**config.mk**
```make
export PLATFORM = sky130hd
export DESIGN_NAME = slowmpy_arbiter_flat
export DESIGN_NICKNAME = d
export VERILOG_FILES = /design/src/rtl/slowmpy_arbiter_pkg.sv /design/src/rtl/slowmpy_arbiter_if.sv /design/src/rtl/slowmpy_arbiter_rr_pick.sv /design/src/rtl/slowmpy_arbiter.sv /design/src/flat_wrapper.sv
export SDC_FILE = /design/constraint.sdc
export NUM_CORES = 1
export LEC_CHECK = 0
export ABC_AREA = 1
export CAP_MARGIN = 20
export CORE_ASPECT_RATIO = 0.8
export CORE_UTILIZATION = 30
export CTS_CLUSTER_DIAMETER = 150
export DETAILED_ROUTE_END_ITERATION = 16
export GPL_TIMING_DRIVEN = 0
export PLACE_DENSITY = 0.66
export SYNTH_ARGS = -nofsm -noshare
export SYNTH_HDL_FRONTEND = slang
export SYNTH_SLANG_ARGS = --single-unit
export TNS_END_PERCENT = 10
```
**constraint.sdc**
```tcl
create_clock -name i_clk -period 2.7 [get_ports i_clk]
set_input_delay 0.27 -clock i_clk [delete_from_list [all_inputs] [get_ports i_clk]]
set_output_delay 0.27 -clock i_clk [all_outputs]
set_load 0.02 [all_outputs]
```
**src/rtl/slowmpy_arbiter_pkg.sv**
```systemverilog
// Shared definitions for the slowmpy arbiter: FSM state encoding,
// default operand widths and requester count, and an index wrap helper.
package slowmpy_pkg;

   localparam int SLOWMPY_NA     = 18;
   localparam int SLOWMPY_NB     = 18;
   localparam int SLOWMPY_NREQ   = 4;
   localparam int SLOWMPY_LGNREQ = 2;

   typedef enum logic [1:0] {
      IDLE  = 2'd0,
      ISSUE = 2'd1,
      RUN   = 2'd2
   } state_t;

   // idx+1, wrapping to 0 past the last valid requester (n need not be a power of two)
   function automatic int unsigned wrap_inc(input int unsigned idx, input int unsigned n);
      return (idx + 1 >= n) ? 0 : idx + 1;
   endfunction

endpackage

```
**src/rtl/slowmpy_arbiter_if.sv**
```systemverilog
// Bundle of the requester-side and multiplier-side signals of the arbiter.
// slave: the arbiter's view; master: the clients plus the multiplier.
interface slowmpy_arbiter_if
   import slowmpy_pkg::*;
#(
   parameter int NREQ   = SLOWMPY_NREQ,
   parameter int LGNREQ = SLOWMPY_LGNREQ,
   parameter int NA     = SLOWMPY_NA,
   parameter int NB     = SLOWMPY_NB
);
   logic [NREQ-1:0]    i_req;
   logic [NREQ*NA-1:0] i_req_a;
   logic [NREQ*NB-1:0] i_req_b;
   logic [NREQ-1:0]    o_ack;
   logic               o_valid;
   logic [LGNREQ-1:0]  o_id;
   logic [NA+NB-1:0]   o_p;
   logic               o_mpy_stb;
   logic [NA-1:0]      o_mpy_a;
   logic [NB-1:0]      o_mpy_b;
   logic               i_mpy_busy;
   logic               i_mpy_done;
   logic [NA+NB-1:0]   i_mpy_p;

   modport slave (
      input  i_req, i_req_a, i_req_b, i_mpy_busy, i_mpy_done, i_mpy_p,
      output o_ack, o_valid, o_id, o_p, o_mpy_stb, o_mpy_a, o_mpy_b
   );

   modport master (
      output i_req, i_req_a, i_req_b, i_mpy_busy, i_mpy_done, i_mpy_p,
      input  o_ack, o_valid, o_id, o_p, o_mpy_stb, o_mpy_a, o_mpy_b
   );
endinterface

```
**src/rtl/slowmpy_arbiter_rr_pick.sv**
```systemverilog
// Combinational winner search: scans the request vector starting at
// 'start' and wrapping at NREQ-1; the first asserted request wins.
module slowmpy_rr_pick
   import slowmpy_pkg::*;
#(
   parameter int NREQ   = SLOWMPY_NREQ,
   parameter int LGNREQ = SLOWMPY_LGNREQ
) (
   input  logic [NREQ-1:0]   req,
   input  logic [LGNREQ-1:0] start,
   output logic [LGNREQ-1:0] win,
   output logic              found
);
   logic [LGNREQ-1:0] cand [NREQ];

   genvar gi;
   generate
      for (gi = 0; gi < NREQ; gi++) begin : g_cand
         logic [LGNREQ:0] sum;
         // index visited at search offset gi, kept below NREQ
         assign sum = {1'b0, start} + (LGNREQ+1)'(gi);
         assign cand[gi] = (sum >= (LGNREQ+1)'(NREQ)) ? LGNREQ'(sum - (LGNREQ+1)'(NREQ))
                                                       : LGNREQ'(sum);
      end
   endgenerate

   // scan from the far end so the smallest offset is the last (winning) assignment
   always_comb begin
      win   = '0;
      found = 1'b0;
      for (int k = NREQ - 1; k >= 0; k--) begin
         if (req[cand[k]]) begin
            win   = cand[k];
            found = 1'b1;
         end
      end
   end
endmodule

```
**src/rtl/slowmpy_arbiter.sv**
```systemverilog
// slowmpy_arbiter: shares one serial multiplier among NREQ requesters.
// IDLE picks a winner and issues its operands, ISSUE holds the start strobe
// and ack for one cycle, RUN waits for the product and returns it tagged.
// Build option SLOWMPY_ARB_RR_EN: round-robin when defined, fixed priority
// (lowest index wins) otherwise.
module slowmpy_arbiter
   import slowmpy_pkg::*;
#(
   parameter int NREQ   = SLOWMPY_NREQ,
   parameter int LGNREQ = SLOWMPY_LGNREQ,
   parameter int NA     = SLOWMPY_NA,
   parameter int NB     = SLOWMPY_NB
) (
   input logic            i_clk,
   input logic            i_reset,
   slowmpy_arbiter_if.slave bus
);
   state_t            state, state_next;
   logic [LGNREQ-1:0] owner, owner_next;
   logic [NREQ-1:0]   ack, ack_next;
   logic              valid, valid_next;
   logic [LGNREQ-1:0] id, id_next;
   logic [NA+NB-1:0]  p, p_next;
   logic              stb, stb_next;
   logic [NA-1:0]     mpy_a, mpy_a_next;
   logic [NB-1:0]     mpy_b, mpy_b_next;

   logic [LGNREQ-1:0] start;
   logic [LGNREQ-1:0] win;
   logic              found;

`ifdef SLOWMPY_ARB_RR_EN
   logic [LGNREQ-1:0] rr_ptr, rr_next;
   assign start = rr_ptr;

   // round-robin pointer register
   always_ff @(posedge i_clk or posedge i_reset) begin
      if (i_reset) rr_ptr <= '0;
      else         rr_ptr <= rr_next;
   end
`else
   assign start = '0;
`endif

   slowmpy_rr_pick #(
      .NREQ   (NREQ),
      .LGNREQ (LGNREQ)
   ) u_pick (
      .req   (bus.i_req),
      .start (start),
      .win   (win),
      .found (found)
   );

   // next-state and next-output logic; strobes default low so they last one cycle
   always_comb begin
      state_next = state;
      owner_next = owner;
      ack_next   = '0;
      valid_next = 1'b0;
      stb_next   = 1'b0;
      id_next    = id;
      p_next     = p;
      mpy_a_next = mpy_a;
      mpy_b_next = mpy_b;
`ifdef SLOWMPY_ARB_RR_EN
      rr_next    = rr_ptr;
`endif
      case (state)
         IDLE: begin
            // a busy multiplier (e.g. not reset together with us) blocks new issues
            if (found && !bus.i_mpy_busy) begin
               mpy_a_next = bus.i_req_a[win*NA +: NA];
               mpy_b_next = bus.i_req_b[win*NB +: NB];
               owner_next = win;
               stb_next   = 1'b1;
               ack_next   = {{(NREQ-1){1'b0}}, 1'b1} << win;
               state_next = ISSUE;
            end
         end
         ISSUE: begin
`ifdef SLOWMPY_ARB_RR_EN
            rr_next = LGNREQ'(wrap_inc(int'(owner), NREQ));
`endif
            state_next = RUN;
         end
         RUN: begin
            // busy is already high in the first RUN cycle, masking any stale done level
            if (bus.i_mpy_done && !bus.i_mpy_busy) begin
               p_next     = bus.i_mpy_p;
               id_next    = owner;
               valid_next = 1'b1;
               state_next = IDLE;
            end
         end
         default: state_next = IDLE;
      endcase
   end

   // state and output registers
   always_ff @(posedge i_clk or posedge i_reset) begin
      if (i_reset) begin
         state <= IDLE;
         owner <= '0;
         ack   <= '0;
         valid <= 1'b0;
         id    <= '0;
         p     <= '0;
         stb   <= 1'b0;
         mpy_a <= '0;
         mpy_b <= '0;
      end else begin
         state <= state_next;
         owner <= owner_next;
         ack   <= ack_next;
         valid <= valid_next;
         id    <= id_next;
         p     <= p_next;
         stb   <= stb_next;
         mpy_a <= mpy_a_next;
         mpy_b <= mpy_b_next;
      end
   end

   assign bus.o_ack     = ack;
   assign bus.o_valid   = valid;
   assign bus.o_id      = id;
   assign bus.o_p       = p;
   assign bus.o_mpy_stb = stb;
   assign bus.o_mpy_a   = mpy_a;
   assign bus.o_mpy_b   = mpy_b;
endmodule
```
**src/flat_wrapper.sv**
```systemverilog
// flat-port wrapper written by rule: the top's interface ports become plain ports
module slowmpy_arbiter_flat import slowmpy_pkg::*;
#(
   parameter int NREQ   = SLOWMPY_NREQ,
   parameter int LGNREQ = SLOWMPY_LGNREQ,
   parameter int NA     = SLOWMPY_NA,
   parameter int NB     = SLOWMPY_NB
)
  (i_clk, i_reset, bus_i_req, bus_i_req_a, bus_i_req_b, bus_i_mpy_busy, bus_i_mpy_done, bus_i_mpy_p, bus_o_ack, bus_o_valid, bus_o_id, bus_o_p, bus_o_mpy_stb, bus_o_mpy_a, bus_o_mpy_b);
  slowmpy_arbiter_if #(.NREQ(NREQ), .LGNREQ(LGNREQ), .NA(NA), .NB(NB)) bus_i ();
  input logic i_clk;
  input logic i_reset;
  input wire logic [$bits(bus_i.i_req)-1:0] bus_i_req;
  input wire logic [$bits(bus_i.i_req_a)-1:0] bus_i_req_a;
  input wire logic [$bits(bus_i.i_req_b)-1:0] bus_i_req_b;
  input wire logic [$bits(bus_i.i_mpy_busy)-1:0] bus_i_mpy_busy;
  input wire logic [$bits(bus_i.i_mpy_done)-1:0] bus_i_mpy_done;
  input wire logic [$bits(bus_i.i_mpy_p)-1:0] bus_i_mpy_p;
  output wire logic [$bits(bus_i.o_ack)-1:0] bus_o_ack;
  output wire logic [$bits(bus_i.o_valid)-1:0] bus_o_valid;
  output wire logic [$bits(bus_i.o_id)-1:0] bus_o_id;
  output wire logic [$bits(bus_i.o_p)-1:0] bus_o_p;
  output wire logic [$bits(bus_i.o_mpy_stb)-1:0] bus_o_mpy_stb;
  output wire logic [$bits(bus_i.o_mpy_a)-1:0] bus_o_mpy_a;
  output wire logic [$bits(bus_i.o_mpy_b)-1:0] bus_o_mpy_b;
  assign bus_i.i_req = bus_i_req;
  assign bus_i.i_req_a = bus_i_req_a;
  assign bus_i.i_req_b = bus_i_req_b;
  assign bus_i.i_mpy_busy = bus_i_mpy_busy;
  assign bus_i.i_mpy_done = bus_i_mpy_done;
  assign bus_i.i_mpy_p = bus_i_mpy_p;
  assign bus_o_ack = bus_i.o_ack;
  assign bus_o_valid = bus_i.o_valid;
  assign bus_o_id = bus_i.o_id;
  assign bus_o_p = bus_i.o_p;
  assign bus_o_mpy_stb = bus_i.o_mpy_stb;
  assign bus_o_mpy_a = bus_i.o_mpy_a;
  assign bus_o_mpy_b = bus_i.o_mpy_b;
  slowmpy_arbiter #(.NREQ(NREQ), .LGNREQ(LGNREQ), .NA(NA), .NB(NB)) u_core (.i_clk(i_clk), .i_reset(i_reset), .bus(bus_i));
endmodule
```
### After elaboration in Yosys (flattened, before gate mapping)

Cells that the tools add are included.

* $mul: 1
* equality and inequality tests: 4
* shift-type cells: 3
* muxes and demuxes: 17
* reduce and logical (&&, ||, !) cells: 7

Operators with widths (count)
* $shiftx 72x8->18: 2
* $mux 2: 6
* $mux 1: 8
* $mux 4: 2
* $mul 2x4->6 const B: 1
* $pmux 2 s3: 1
* $reduce_and 2->1: 3
* $ne 2x1->1 const B: 2
* $shl 1x2->4 const A: 1
* $eq 2x1->1 const B: 1
* $eq 2x2->1 const B: 1
* $logic_and 1x1->1: 2
* $logic_not 2->1: 1
* $logic_not 1->1: 1

* register bits: 84
* input port bits: 188
* output and inout port bits: 80
* word-level logic and storage cells: 41

### Depth between registers and ports, before layout

Gate-level depths: netlist of run 1.

* depth in word-level cells: 7
* mapped depth: 9
* gate-level depth less buffers: 8

### Hierarchy

A second synthesis of run 1 with hierarchy kept.

* cells, all modules: 735
* area total of the unflattened synthesis: 4675.7 µm²

By module, submodules not included
* slowmpy_arbiter: times used 1, cells each 691, area each 4450.5 µm², seq. area each 2102.0 µm²
* slowmpy_rr_pick: times used 1, cells each 44, area each 225.2 µm², seq. area each 0.0 µm²

### Worst setup path before layout of run 1

Ideal clock, no wire load.

* kind: register to register
* start: register u_core.state[1]
* end: register u_core.mpy_a[12], in the netlist u_core.bus.o_mpy_a[12]
* arrival: 1.184 ns
* path slack: 1.399 ns
* stages on the path, launching flop included: 10
* path buffers: 1
* clock period less this slack: 1.301 ns
* cell sequence: dfrtp_1 inv_1 nand2_1 nor2_1 inv_1 nor2_4 buf_2 nand2_1 nor2_1 nor2_1

* cells in the longest elaborated chain, start to end: 2

Ends and longest elaborated chain
* from (decl): RTL line slowmpy_arbiter.sv:18 `state_t state, state_next;`
* from (signal assigned): RTL line slowmpy_arbiter.sv:113 `state <= state_next;`
* $logic_not 2->1: RTL line slowmpy_arbiter.sv:69 `case (state)`
* $reduce_and 2->1 (no line)
* to (signal assigned): RTL line slowmpy_arbiter.sv:120 `mpy_a <= mpy_a_next;`
* to (decl): RTL line slowmpy_arbiter.sv:25 `logic [NA-1:0] mpy_a, mpy_a_next;`

No other way between the ends.
A chain may end at the register's enable or synchronous reset.

### Worst setup path in the final report of run 1

* start: input bus_i_req[2]
* end: register u_core.mpy_b[3], in the netlist u_core.bus.o_mpy_b[3]

* cells in the longest elaborated chain, start to end: 5
* elaborated cells on any way between the ends: 10

Ends and longest elaborated chain
* from (decl): RTL line flat_wrapper.sv:13 `input wire logic [$bits(bus_i.i_req)-1:0] bus_i_req;`
* $mux 2 or $mux 1 (tied branches) (3 in a row): RTL line slowmpy_arbiter_rr_pick.sv:32 `if (req[cand[k]]) begin`
* $mul 2x4->6 or $logic_and 1x1->1 (tied branches): RTL line slowmpy_arbiter.sv:74, slowmpy_arbiter.sv:72
* $shiftx 72x8->18 or $reduce_and 2->1 (tied branches)
* to (signal assigned): RTL line slowmpy_arbiter.sv:121 `mpy_b <= mpy_b_next;`
* to (decl): RTL line slowmpy_arbiter.sv:26 `logic [NB-1:0] mpy_b, mpy_b_next;`

Parallel ways exist; a longest one is shown, timed or not.

==> reports/metrics.csv, run 1 <==
metric,value,unit
status,"complete, no violations",
timing.hold.worst.class,in2async,
cts_tree,yes,
drt-wirelength-per-cell,15.4,µm
design.portCount,268,
cts.htree.levels,3,
detail_route.iter0.violations,267,
mostFrequentLayoutCells,"clkdlybuf4s50_1, nand2_1, nand3_1",
syn_area_per_cell,6.90,µm²
irDropWorstVdd,0.000409,V
path_clk_slew,70,ps
port_buf_inserts,267,
final.setup.tns,0,ps
setup.reg_to_reg.worst_slack,1060,ps
finalWorstSetupSlack,986,ps
hold_ws,269,ps
finalSetupViolations,0,
mostFrequentLayoutCell,clkdlybuf4s50_1,
crit_arrival,1990,ps
power_density,840,mW/mm²
drcViolationCount,0,
largest_driver_fanout_on_the_critical_path,10,
die-area,0.0161,mm²
design.core.area,0.0151,mm²
drive_above_1_share,6.56,%
crit-reg2reg-launch,u_core.state[1]$_DFFE_PP0P_,
placementRows,40,
seq_area_frac_synth,45.0,%
drv_slew,0,
cellLeakagePower,3.73,nW
r2r.worst_path.cells,9,
grt_pass1_wl,27.2,mm
max_slew_margin,58.5,%
die-height,114,µm
dr.pass1.iters,5,
finish.net_count,1144,
worst_r2r_endpoint,u_core.bus.o_mpy_b[6]$_DFFE_PP0P_,
grt_max_degree,58,
avgViaCountPerCell,4.55,
grt_pass1_vias,5066,
clk_root_buffer_cell,clkbuf_16,
post-route-min-period,1710,ps
yosysWarningCount,0,
place_congestion,0.792,
synth_seq_cells,84,
timing_worst_slew_pin_value,622,ps
n_antenna_cell,0,
setup.worst_path.start_class,input pin,
dpl-instance-area,0.00764,mm²
timing.setup.critical_path_class,in2reg,
vias,5326,
post-dp-hpwl,14.3,mm
synthesis.area,0.00467,mm²
maxCapViolCount,0,
synthesis.instances,677,
fp.dieW,142,µm
worst_ep_required_time,2980,ps
clk-insertion-delay-late,350,ps
grt_setup_unrepaired,no,
cts_setup_buffers,0,
antenna_violations_before_repair,0,
utilization,52.6,%
holdBufCountCts,0,
areaGrowthSynthToFinish,70.1,%
synth_nets,865,
final-hold-violation-count,0,
finalCritPeriodShare,63.5,%
ctsResizeCount,0,
cts_sinks,84,
worstSetupEndpointType,flop,
timing.fmax,584,MHz
final_design_instance_area_without_fill,0.00795,mm²
ant_nets,0,
detail_route.wirelength,18.0,mm
dp_worst_setup_slack,651,ps
clockBufferDepth,2,
setup.worst_path.start,bus_i_req[2],
floorplan.initialDensity,30.9,%
grt_use_total,22.5,%
globalRouteOverflowTotal,0,
tritoncts.num_buffers,9,
finClkSkew,6.52,ps
synth_cell_type_count,18,
state kept, by name, indices dropped and copies added (netlist names):
| name | flops |
|---|---|
| u_core.bus.o_ack | 4 |
| u_core.state | 2 |
| u_core.bus.o_mpy_b | 18 |
| u_core.bus.o_p | 36 |
| u_core.bus.o_id | 2 |
| u_core.bus.o_mpy_stb | 1 |
| u_core.bus.o_mpy_a | 18 |
| u_core.bus.o_valid | 1 |
| u_core.owner | 2 |
cells in the mapped netlist:
cell type | instances | area [µm²]
nand2_1 | 229 | 860
nand3_1 | 115 | 576
nor2_1 | 104 | 390
dfrtp_1 | 84 | 2100
inv_1 | 47 | 176
nand4_1 | 33 | 206
buf_2 | 25 | 125
buf_4 | 11 | 82.6
clkbuf_1 | 9 | 33.8
o21ai_0 | 5 | 25.0
nand2_2 | 3 | 18.8
nor2_4 | 3 | 33.8
nor3_1 | 3 | 15.0
inv_2 | 2 | 7.51
a21oi_1 | 1 | 5.00
buf_1 | 1 | 3.75
nor2_2 | 1 | 6.26
o21ai_1 | 1 | 5.00
layout make-up:
| type | count | area (µm²) |
|---|---|---|
| plain buffers | 46 | 245 |
| multi-input cells | 498 | 2140 |
| repair buffers | 268 | 2700 |
| flip-flops and latches | 84 | 2100 |
| inverters | 49 | 186 |
| clock inverters | 7 | 82.6 |
| well taps | 210 | 263 |
| clock buffers | 9 | 225 |
| fillers | 1532 | 7170 |
routing by layer:
| layer | global-route usage (%) | vias up | wire [µm] |
|---|---|---|---|
| met5 | 0 | - | 0 |
| met4 | 4.44 | 0 | 191 |
| met3 | 7.35 | 16 | 1660 |
| met2 | 38.2 | 217 | 8370 |
| met1 | 28.2 | 2391 | 7780 |
| li1 | - | 2702 | - |
critical path: stages:
cell and delay (ps):
clkdlybuf4s50_1 470, buf_4 200, clkbuf_1 470, nand3_1 140, nand2_1 150, inv_1 70
nand2_1 90, nor2_1 50, nor2_1 70
worst max-delay path by stage:
stage,end,slack (ps),cells past startpoint
after floorplan,u_core.bus.o_ack[0]$_DFF_PP0_,260,1
after global placement,u_core.bus.o_p[27]$_DFFE_PP0P_,-1260,2
after detailed placement,u_core.bus.o_mpy_a[14]$_DFFE_PP0P_,650,9
after CTS,bus_o_mpy_a[12],1020,1
after global routing,u_core.bus.o_mpy_a[17]$_DFFE_PP0P_,810,9
final,u_core.bus.o_mpy_b[3]$_DFFE_PP0P_,990,9
stage by stage:
step                power, mW  instances
floorplan                3.69        677
global placement         5.38       1154
detailed placement       5.42       1155
CTS                      6.74       1171
global route             7.07       1171
finish                   6.67       1171
cells by family (layout without fill, tap and decap cells):
group                  count (synthesis)  after routing  share of synthesized area (%)
and+or+nand+nor                      491            491                           45.1
AOI/OAI and AO/OA                      7              7                          0.750
DFF                                   84             84                           45.0
buffers and inverters                 95            379                           9.19
power breakdown:
part,internal [mW],switching (mW),leakage (nW)
registers,1.82,0.326,1.01
clock network,0.733,0.566,0.145
logic,1.54,1.68,2.57
total,4.10,2.57,3.73
No activity file was read; power rests on OpenSTA's default activity.
==> run 2: changes to the inputs <==
==> constraint.sdc (replaced) <==
create_clock -name i_clk -period 1.7 [get_ports i_clk]
set_input_delay 0.17 -clock i_clk [delete_from_list [all_inputs] [get_ports i_clk]]
set_output_delay 0.17 -clock i_clk [all_outputs]
set_load 0.02 [all_outputs]
==> run 2 against run 1 <==
Effect of this change: largest power group unchanged; first-iteration DRC count is 13% lower; critical path type unchanged; largest cell class unchanged; wire length increased by 1.4%; design area increased by 0.91%; flip-flop and latch count unchanged.
==> reports/metrics.csv, run 2 (same netlist as run 1, synthesis figures left out) <==
metric,value,unit
port_buf_inserts,267,
finalWorstSetupSlack,130,ps
drt-wirelength-per-cell,15.5,µm
placementRows,40,
cellLeakagePower,3.76,nW
timing.setup.critical_path_class,in2reg,
largest_driver_fanout_on_the_critical_path,10,
irDropWorstVdd,0.000810,V
cts_sinks,84,
timing.critical_path.buf_inv,4,
detail_route.wirelength,18.2,mm
worstSetupEndpointType,flop,
tritoncts.num_buffers,9,
hold_ws,218,ps
place_congestion,0.820,
timing.fmax,637,MHz
finish.net_count,1148,
critical_path.cell_chain,"clkdlybuf4s50_1, buf_4, clkbuf_1, nand3_1, nand2_1, inv_1, nand2_1, nor2_1, nor2_1",
fp.dieW,142,µm
post-route-min-period,1570,ps
timing_worst_slew_pin_value,682,ps
design.core.area,0.0151,mm²
grt_max_degree,38,
critical-path-top-delay-family,buffers and inverters,
vias,5359,
crit_slowest_cell,clkbuf_1,
worst_ep_required_time,1980,ps
finClkSkew,4.13,ps
cts.htree.levels,3,
power_density,1330,mW/mm²
areaGrowthSynthToFinish,71.6,%
post-dp-hpwl,14.2,mm
clk_root_buffer_cell,clkbuf_16,
largest_register_ffs,36,
timing.hold.worst.class,in2async,
die-area,0.0161,mm²
mostFrequentLayoutCells,"clkdlybuf4s50_1, nand2_1, nand3_1",
status,"complete, no violations",
final-hold-violation-count,0,
holdBufCountCts,0,
setup.worst_path.start,bus_i_req[2],
finalSetupViolations,0,
crit_arrival,1850,ps
grt_use_total,23.1,%
n_antenna_cell,0,
globalRouteOverflowTotal,0,
dp_worst_setup_slack,-221,ps
finalCritPeriodShare,92.4,%
detail_route.iter0.violations,231,
antenna_violations_before_repair,0,
clk-insertion-delay-late,340,ps
clockBufferDepth,2,
drv_slew,0,
path_clk_slew,60,ps
max_slew_margin,54.5,%
final.setup.tns,0,ps
non_filler_cells_final,1175,
worst_path_largest_cell_delay,540,ps
avgViaCountPerCell,4.56,
grt_setup_unrepaired,no,
drcViolationCount,0,
grt_pass1_vias,5113,
mostFrequentLayoutCell,clkdlybuf4s50_1,
cts_tree,yes,
dr.pass1.iters,5,
grt_pass1_wl,28.0,mm
ant_nets,0,
setup.worst_path.start_class,input pin,
placed_cells,1156,
crit-reg2reg-launch,u_core.state[0]$_DFFE_PP0P_,
drive_above_1_share,7.15,%
floorplan.initialDensity,30.9,%
maxCapViolCount,0,
die-height,114,µm
design.portCount,268,
[run 2: changes by cell type in the layout (fill, tap and decap cells not counted), moves of 2 or more]
| cell | previous run | this run |
|---|---|---|
| buf_12 | 0 | 3 |
| buf_2 | 25 | 21 |
| buf_8 | 0 | 2 |
| clkinv_2 | 0 | 2 |
| buf_4 | 11 | 14 |
[run 2: power by group]
group / switching (mW) / total, mW / internal, mW
clock: 0.836 / 1.98 / 1.15
combinational: 2.71 / 5.25 / 2.54
sequential: 0.503 / 3.40 / 2.90
[run 2: worst paths after layout]
check / to / slack [ps] / depth (start not counted)
min in group i_clk: u_core.bus.o_p[2]$_DFFE_PP0P_ / 350 / 3
max in group asynchronous: u_core.bus.o_p[34]$_DFFE_PP0P_ / 940 / 3
hold / removal: u_core.bus.o_p[5]$_DFFE_PP0P_ / 220 / 2
setup reg to reg: u_core.bus.o_mpy_a[7]$_DFFE_PP0P_ / 150 / 10
setup / recovery: u_core.bus.o_mpy_a[7]$_DFFE_PP0P_ / 130 / 9
hold reg to reg: u_core.state[1]$_DFFE_PP0P_ / 460 / 1
[run 2: layout make-up]
| cell class | count | area [µm²] |
|---|---|---|
| Buffer | 46 | 275 |
| Clock buffer | 9 | 225 |
| Clock inverter | 7 | 73.8 |
| Fill cell | 1509 | 7100 |
| Inverter | 49 | 188 |
| Multi-Input combinational cell | 498 | 2140 |
| Sequential cell | 84 | 2100 |
| Tap cell | 210 | 263 |
| Timing Repair Buffer | 272 | 2750 |
[run 2: repair_timing]
action,4_1_cts,5_1_grt
buffers inserted,0,3
resized for setup,0,15
endpoints found under the setup margin,0,35
[run 2: worst register-to-register path, delay by kind of cell, from the launching register on]
| family | cells | cell delay, ps |
|---|---|---|
| simple gates | 6 | 630 |
| flops | 1 | 370 |
| buf+inv | 4 | 460 |
[run 2: per-stage QoR]
step	power (mW)	instance area [µm²]	util, %
2_1_floorplan	5.87	4680	-
3_3_place_gp	8.55	7610	50.4
3_5_place_dp	8.61	7650	50.6
4_1_cts	10.6	7950	52.6
5_1_grt	11.3	8020	53.0
6_report	10.6	8020	53.0
[run 2: routing by layer]
metal  share of wire, %  global-route usage [%]  vias up
li1                   -                       -     2709
met1                 43                    28.9     2413
met2                 47                    39.4      222
met3                8.7                    7.22       15
met4                1.2                    4.59        0
met5                  0                       0        -
==> RTL change (settings of run 2) <==
Encoding of `state_t`: now one-hot (3 bits for 3 states).
--- a/src/rtl/slowmpy_arbiter_pkg.sv
+++ b/src/rtl/slowmpy_arbiter_pkg.sv
@@ -7,10 +7,10 @@
    localparam int SLOWMPY_NREQ   = 4;
    localparam int SLOWMPY_LGNREQ = 2;
 
-   typedef enum logic [1:0] {
-      IDLE  = 2'd0,
-      ISSUE = 2'd1,
-      RUN   = 2'd2
+   typedef enum logic [2:0] {
+      IDLE  = 3'b001,
+      ISSUE = 3'b010,
+      RUN   = 3'b100
    } state_t;
 
    // idx+1, wrapping to 0 past the last valid requester (n need not be a power of two)
Formal check against the unedited RTL: same outputs for any inputs over 10 cycles, from zero or initial values and one cycle with i_reset high; not proved beyond that.
==> RTL change against run 2 <==
Setup slack got worse by 0.027 ns. Wire length rose by 2.6%. Worst hold slack improved by 0.025 ns. Power fell by 5.7%. Final area rose by 1.6%. Synthesized area rose by 3.1%. Fmax fell by 1.7%. Sequential power fell by 6%. Clock skew rose by 0.0049 ns. Sequential cell count rose by 1. Register-to-register slack got worse by 0.05 ns. Largest cell class unchanged. Largest power group unchanged.
==> RTL change: results (changes against run 2) <==
status=completed; GPL Wtd Cong=0.855 (+4.3%); Syn Nets=873 (+0.92%); fraction of area in multi-input gates=0.273 (+0.00573); Sw Pwr=3.90 mW (-3.7%); GR Util All Layers=0.229 (-0.00208); minimum hold slack=0.243 ns (+0.0246 ns); pin count of the biggest net entering global routing=35 (-7.9%); final instance area=8140 um^2 (+1.6%); crit path DAT=1.83 ns (-0.02 ns); metal2 WL=8590 um (+0.25%); period utilization=0.939 (+0.0157); non-clk buf share=0.374 (-0.00334); vias per cell=4.58 (+0.41%); r2r setup slk=0.10 ns (-0.05 ns); fraction of layout cells with a size suffix above 1=0.0782 (+0.00669); Final nets=1155 (+0.61%); sequential area share after synthesis=0.442 (-0.00810); DR WL/cell=15.8 um (+1.5%); Worst-Margin Slew=0.608 ns (-0.0738 ns); post-synth cell types=23 (+5); post_cts resized=1 (+1); core area=15700 um^2 (+4.2%); vias in the first global route=5297 (+3.6%); Worst VDD drop=0.607 mV (-25%); Initial DRC Count=298 (+29%); met1 WL=8470 um (+7.6%); worst slack, placed=-0.182 ns (+0.0390 ns); Placed Area=7800 um^2 (+2.0%)
-- RTL change: per-layer routing --
layer	vias up	global-route usage
met3	24	0.0625
met1	2470	0.297
met5	-	0
met4	0	0.0787
li1	2755	-
met2	187	0.369
-- RTL change: power groups by stage --
stage          sequential [mW]  clock [mW]  combinational (mW)
3_5_place_dp              3.23           0                4.79
2_1_floorplan             4.10           0                1.50
3_3_place_gp              3.21           0                4.75
6_report                  3.20        1.99                4.83
4_1_cts                   3.21        2.05                4.81
5_1_grt                   3.30        2.12                5.24
-- RTL change: metrics by stage --
| stage | cells | TNS [ns] |
|---|---|---|
| after floorplan | 685 | 0 |
| after global placement | 1167 | -50.31 |
| after detailed placement | 1169 | -6.14 |
| after CTS | 1185 | 0 |
| after global routing | 1187 | -0.0389 |
| final | 1187 | 0 |
-- RTL change: cells by family (layout without fill, tap and decap cells) --
| group | count (synthesis) | after routing | synth area share |
|---|---|---|---|
| buffers and inverters | 94 | 380 | 0.100 |
| flip-flops | 85 | 85 | 0.442 |
| AND/OR/NAND/NOR | 501 | 502 | 0.452 |
| AO/OA/AOI/OAI | 5 | 5 | 0.00571 |
-- RTL change: worst paths after layout --
| check | end | start | depth (start not counted) |
|---|---|---|---|
| min in group i_clk | u_core.bus.o_p[16] | bus_i_mpy_p[16] | 3 |
| min reg2reg | u_core.bus.o_p[32] | u_core.bus.o_p[32] | 2 |
| max in group asynchronous | u_core.state[0] | i_reset | 3 |
| min | u_core.bus.o_mpy_a[4] | i_reset | 2 |
| max reg2reg | u_core.bus.o_mpy_b[16] | u_core.state[0] | 8 |
| max | u_core.bus.o_mpy_b[16] | u_core.state[0] | 8 |
-- RTL change: critical path, delay by kind of cell (launching register included) --
kind	cells	cell delay, ns
simple gates	6	0.70
buf+inv	2	0.24
flops	1	0.54
